[src/rtl/norm_pack.sv]
// norm_pack: normalizes, rounds and packs a post-add floating-point sum word
// into an IEEE-754 single-precision result.
// Input word: [36] sign, [35:28] exponent, [27:0] mantissa, where the mantissa
// is {carry, hidden, fraction[22:0], guard, round, sticky}.
// Optional feature macro: FPADD_ROUND_EN. When it is defined, the block rounds
// to nearest even. When it is undefined, guard/round/sticky are discarded.
module norm_pack (
    input  logic        clk,
    input  logic        rst_n,
    input  logic        in_valid,
    output logic        in_ready,
    input  logic [36:0] in_word,
    output logic        out_valid,
    input  logic        out_ready,
    output logic [31:0] result,
    output logic        ovf
);

    typedef enum logic [1:0] {
        IDLE  = 2'd0,
        NORM  = 2'd1,
        ROUND = 2'd2,
        HOLD  = 2'd3
    } state_t;

    state_t      state_r;
    logic        sign_r;
    logic [8:0]  e_r;
    logic [27:0] m_r;
    logic        zero_r;
    logic        den_r;
    logic        in_ready_r;
    logic        out_valid_r;
    logic [31:0] result_r;
    logic        ovf_r;

    logic        inc_s;
    logic [24:0] sum_s;
    logic [8:0]  exp_s;
    logic [31:0] pack_s;
    logic        ovf_s;

    // Rounding decision, then the packed value built from the normalized registers
    always_comb begin
        inc_s  = 1'b0;
        sum_s  = 25'd0;
        exp_s  = 9'd0;
        pack_s = 32'd0;
        ovf_s  = 1'b0;
`ifdef FPADD_ROUND_EN
        inc_s = m_r[2] & (m_r[1] | m_r[0] | m_r[3]);
`else
        inc_s = 1'b0;
`endif
        // 24-bit significand {hidden, fraction} plus one bit of rounding carry room
        sum_s = {1'b0, m_r[26:3]} + {24'd0, inc_s};
        if (den_r) begin
            // A denormal that rounds up into the hidden bit becomes the smallest normal
            exp_s = {8'd0, sum_s[23]};
        end else begin
            exp_s = e_r + {8'd0, sum_s[24]};
        end
        if (zero_r) begin
            pack_s = {sign_r, 31'd0};
            ovf_s  = 1'b0;
        end else if (exp_s >= 9'd255) begin
            pack_s = {sign_r, 8'hFF, 23'd0};
            ovf_s  = 1'b1;
        end else begin
            // On a rounding carry out of the fraction, sum_s[22:0] is already zero
            pack_s = {sign_r, exp_s[7:0], sum_s[22:0]};
            ovf_s  = 1'b0;
        end
    end

    // Control FSM: accept, normalize one bit per cycle, round/pack, hold for downstream
    always_ff @(posedge clk or negedge rst_n) begin
        if (!rst_n) begin
            state_r     <= IDLE;
            sign_r      <= 1'b0;
            e_r         <= 9'd0;
            m_r         <= 28'd0;
            zero_r      <= 1'b0;
            den_r       <= 1'b0;
            in_ready_r  <= 1'b1;
            out_valid_r <= 1'b0;
            result_r    <= 32'd0;
            ovf_r       <= 1'b0;
        end else begin
            case (state_r)
                IDLE: begin
                    if (in_valid) begin
                        sign_r     <= in_word[36];
                        e_r        <= {1'b0, in_word[35:28]};
                        m_r        <= in_word[27:0];
                        zero_r     <= 1'b0;
                        den_r      <= 1'b0;
                        in_ready_r <= 1'b0;
                        state_r    <= NORM;
                    end
                end
                NORM: begin
                    if (m_r[27]) begin
                        // The bit shifted out is folded into the sticky bit
                        m_r     <= {1'b0, m_r[27:2], m_r[1] | m_r[0]};
                        e_r     <= e_r + 9'd1;
                        state_r <= ROUND;
                    end else if (m_r == 28'd0) begin
                        zero_r  <= 1'b1;
                        state_r <= ROUND;
                    end else if (m_r[26]) begin
                        state_r <= ROUND;
                    end else if (e_r <= 9'd1) begin
                        // The exponent floor has been reached, so the value stays denormal
                        den_r   <= 1'b1;
                        state_r <= ROUND;
                    end else begin
                        m_r     <= {m_r[26:0], 1'b0};
                        e_r     <= e_r - 9'd1;
                        state_r <= NORM;
                    end
                end
                ROUND: begin
                    result_r    <= pack_s;
                    ovf_r       <= ovf_s;
                    out_valid_r <= 1'b1;
                    state_r     <= HOLD;
                end
                HOLD: begin
                    if (out_ready) begin
                        out_valid_r <= 1'b0;
                        in_ready_r  <= 1'b1;
                        state_r     <= IDLE;
                    end
                end
                default: begin
                    state_r     <= IDLE;
                    in_ready_r  <= 1'b1;
                    out_valid_r <= 1'b0;
                end
            endcase
        end
    end

    assign in_ready  = in_ready_r;
    assign out_valid = out_valid_r;
    assign result    = result_r;
    assign ovf       = ovf_r;

endmodule

[config.mk]
export PLATFORM = sky130hd
export DESIGN_NAME = norm_pack
export DESIGN_NICKNAME = d
export VERILOG_FILES = /design/src/rtl/norm_pack.sv
export SDC_FILE = /design/constraint.sdc
export NUM_CORES = 1
export LEC_CHECK = 0
export CELL_PAD_IN_SITES_DETAIL_PLACEMENT = 1
export CELL_PAD_IN_SITES_GLOBAL_PLACEMENT = 1
export CORE_MARGIN = 4
export CORE_UTILIZATION = 41
export DETAILED_ROUTE_END_ITERATION = 6
export HOLD_SLACK_MARGIN = 0.12
export PLACE_DENSITY = 0.77
export SLEW_MARGIN = 40
export SYNTH_ARGS = -nofsm -noshare
export SYNTH_HDL_FRONTEND = slang
export SYNTH_SLANG_ARGS = --single-unit
export TNS_END_PERCENT = 50
[constraint.sdc]
create_clock -name clk -period 2.5 [get_ports clk]
set_clock_uncertainty 0.05 [all_clocks]
set_input_delay 0.5 -clock clk [delete_from_list [all_inputs] [get_ports clk]]
set_output_delay 0.5 -clock clk [all_outputs]
set_load 0.01 [all_outputs]
==> reports/qor.yml <==
maxSlewViolCount: 0
antenna_cells: 0
nFillCells: 1077
synthAdderAreaFrac_pct: 0.9231
synth-compound-area-share_pct: 22.37
syn-mean-instance-area_um2: 10.93
dieArea_um2: 11580
dpl.hpwl_um: 8182
crit_path_start: "e_r[1]$_DFFE_PN0P_"
status: "finished, final reports clean"
syn_to_final_growth_pct: 28.40
crit_fanout: 25
p_sw_uw: 2904
clockBufferDepth: 2
use_met1_pct: 29.15
die_h_um: 107.6
clkLatencyLatePin_ns: 0.36
p_int_uw: 4438
min_path_type: "reg -> reg"
finalSetupViolations: 0
core_area_um2: 9729
viasPerCell: 5.933
required_ns: 2.70
cp.arrival_ns: 2.56
use_met3_pct: 4.499
syn_area_um2: 4066
synth_top_family_by_area: "compound AO/OA/AOI/OAI gates"
antenna_found_initial: 0
synth-seq-cells: 77
muxShareOfSynthArea_pct: 9.846
clock.fmax_mhz: 423.9
post-route-min-period_ns: 2.359
ant_nets: 0
path_clk_slew_ns: 0.09
via_count: 3447
grt.met2_usage_pct: 34.50
worst_pin_slew_ns: 0.5902
dpl_cell_area_um2: 4957
crit_path_start_kind: "register"
netSwitchingFraction_pct: 39.55
cts_tree: "yes"
fin_crit_sh_pct: 94.37
critical_path_class: "reg -> reg"
rrSetupSlack_ns: 0.14
initial_core_util_pct: 41.80
endpoint_kind: "register"
numCtsBuffers: 9
ys_async_sr_fraction_pct: 100.0
grt_pass1_wl_um: 19760
drv_cap: 0
ir_drop_uv: 619.0
syn_inst: 372
synth_edf_count: 0
gp_congestion: 0.8126
root_buffer: "clkbuf_8"
synth_nets: 416
clockPowerShare_pct: 16.5
rr_startpoint: "e_r[1]$_DFFE_PN0P_"
row_count: 36
final_cell_mix: "dfrtp_1, clkdlybuf4s50_1, and3_1"
hold_viol_final: 0
postCtsSetupBuffers: 0
maxSlewHeadroom_pct: 60.57
tns_ns: 0
grt-ovfl-total: 0
htree_levels: 3
power.density_nw_per_um2: 1406
grt_usage_pct: 21.49
share_seq_of_total_power_pct: 34.2
worstRegToRegCells: 7
synth_seq_area_share_pct: 47.42
drc_errors: 0
yosysUniqueCellTypes: 57
fin_nets: 487
drtPass1Iterations: 6
portBuffers: 75
multiInputGateArea_um2: 1943
top_usage_layer: "met2"
ys_warn_count: 0
synth-xor-area-share_pct: 0.2154
rsz0062_at_grt: "no"
crit_end: "m_r[9]$_DFFE_PN0P_"
clock_sinks: 77
rr_endpoint: "m_r[9]$_DFFE_PN0P_"
ys.flop_type: "dfrtp_1"
grt_start_max_net_pins: 46
design_area_um2: 5221
synthSimpleGateAreaFrac_pct: 14.43
leakagePower_uw: 0.002304
wl_um: 11820
drt_iter0_drc: 177
drive_gt1_share_pct: 16.07
combPwrFrac_pct: 49.3
die_width_um: 107.6
grt_pass1_vias: 3664
post_drt_wl_per_cell_um: 20.35
final_common_cell: "dfrtp_1"
ios: 76
seqCellArea_um2: 1928
[per-layer routing]
layer  wire length, um  vias to the layer above
met5                 0                        -
li1                  -                     1561
met1              5333                     1760
met2              5698                      102
met3               562                       24
met4               227                        0
[logic make-up after synthesis]
group | Yosys count
compound gates | 117
xor+xnor | 1
fa+ha+maj | 3
buf+inv | 38
flops | 77
mux | 29
simple gates | 107
[Yosys cell counts (3+ instances only)]
cell type | instances | area share, %
a21oi_1 | 18 | 2.2
a221o_1 | 24 | 5.9
a22o_1 | 23 | 5.0
a2bb2oi_1 | 5 | 1.1
and3_1 | 26 | 4.0
buf_2 | 9 | 1.1
buf_6 | 5 | 1.4
clkbuf_1 | 16 | 1.5
dfrtp_1 | 76 | 47
ha_1 | 3 | 0.92
inv_1 | 5 | 0.46
mux2_2 | 6 | 1.7
mux2_4 | 20 | 7.4
nand2_1 | 23 | 2.1
nand2b_1 | 3 | 0.46
nand3_1 | 8 | 0.98
nand4_1 | 4 | 0.62
nor2_1 | 16 | 1.5
nor2_2 | 3 | 0.46
nor3_1 | 4 | 0.49
nor4_1 | 7 | 1.1
o211ai_1 | 3 | 0.55
o21ai_0 | 20 | 2.5
o22ai_1 | 5 | 0.77
[layout make-up]
class                   count  share of cell area [%]
multi-input cells         257                   37.22
flip-flops and latches     77                   36.93
repair buffers             93                   17.45
well taps                 133                   3.187
clock buffers              10                   2.636
clock inverters             6                   2.229
inverters                   5                  0.3595
[power by group through the flow]
stage	combinational (uW)	sequential (uW)	clock (uW)
floorplan	2410	2370	0
global placement	3470	2470	0
detailed placement	3610	2520	0
CTS	3640	2500	1230
global route	3950	2610	1300
finish	3620	2510	1210
[registers in the layout (all words and copies together), names as in the netlist, named ones only]
register	cells
den_r	1
e_r	9
in_ready	1
m_r	28
out_valid	1
ovf	1
result	32
sign_r	1
state_r	1
zero_r	1
[metrics by stage]
step	worst slack, ns	hold WS [ns]	cells	util, %	power, uW
after floorplan	0.4394	0.1544	372	-	4783
after global placement	0.2668	0.4117	564	50.95	5942
after detailed placement	0.1982	0.4199	564	50.95	6133
after CTS	0.1614	0.4475	581	53.67	7378
after global routing	0.02944	0.4752	581	53.67	7858
final	0.1408	0.4403	581	53.67	7342
[worst max-delay path: stages (launching register included)]
cell and delay, ns:
dfrtp_1 0.52, inv_1 0.15, ha_1 0.24, o2111ai_4 0.28, o211ai_2 0.19, a21oi_4 0.21, buf_12 0.23, mux2_2 0.36
[worst min-delay path by stage]
stage	from	end	slack, ns	cells after the start
final	result[27]$_DFFE_PN0P_	result[27]$_DFFE_PN0P_	0.44	2
after global routing	out_valid$_DFFE_PN0P_	out_valid$_DFFE_PN0P_	0.48	2
after CTS	result[26]$_DFFE_PN0P_	result[26]$_DFFE_PN0P_	0.45	2
after detailed placement	rst_n	result[14]$_DFFE_PN0P_	0.42	1
after global placement	result[23]$_DFFE_PN0P_	result[23]$_DFFE_PN0P_	0.41	2
after floorplan	rst_n	async pin	0.15	0
[timing repair]
action                                 4_1_cts  5_1_grt
hold buffers                                 1        0
gates resized for setup                      0        0
setup endpoints to repair                    0        0
endpoints found under the hold margin       32        0
Note: power is estimated with default switching activity, not from simulation.
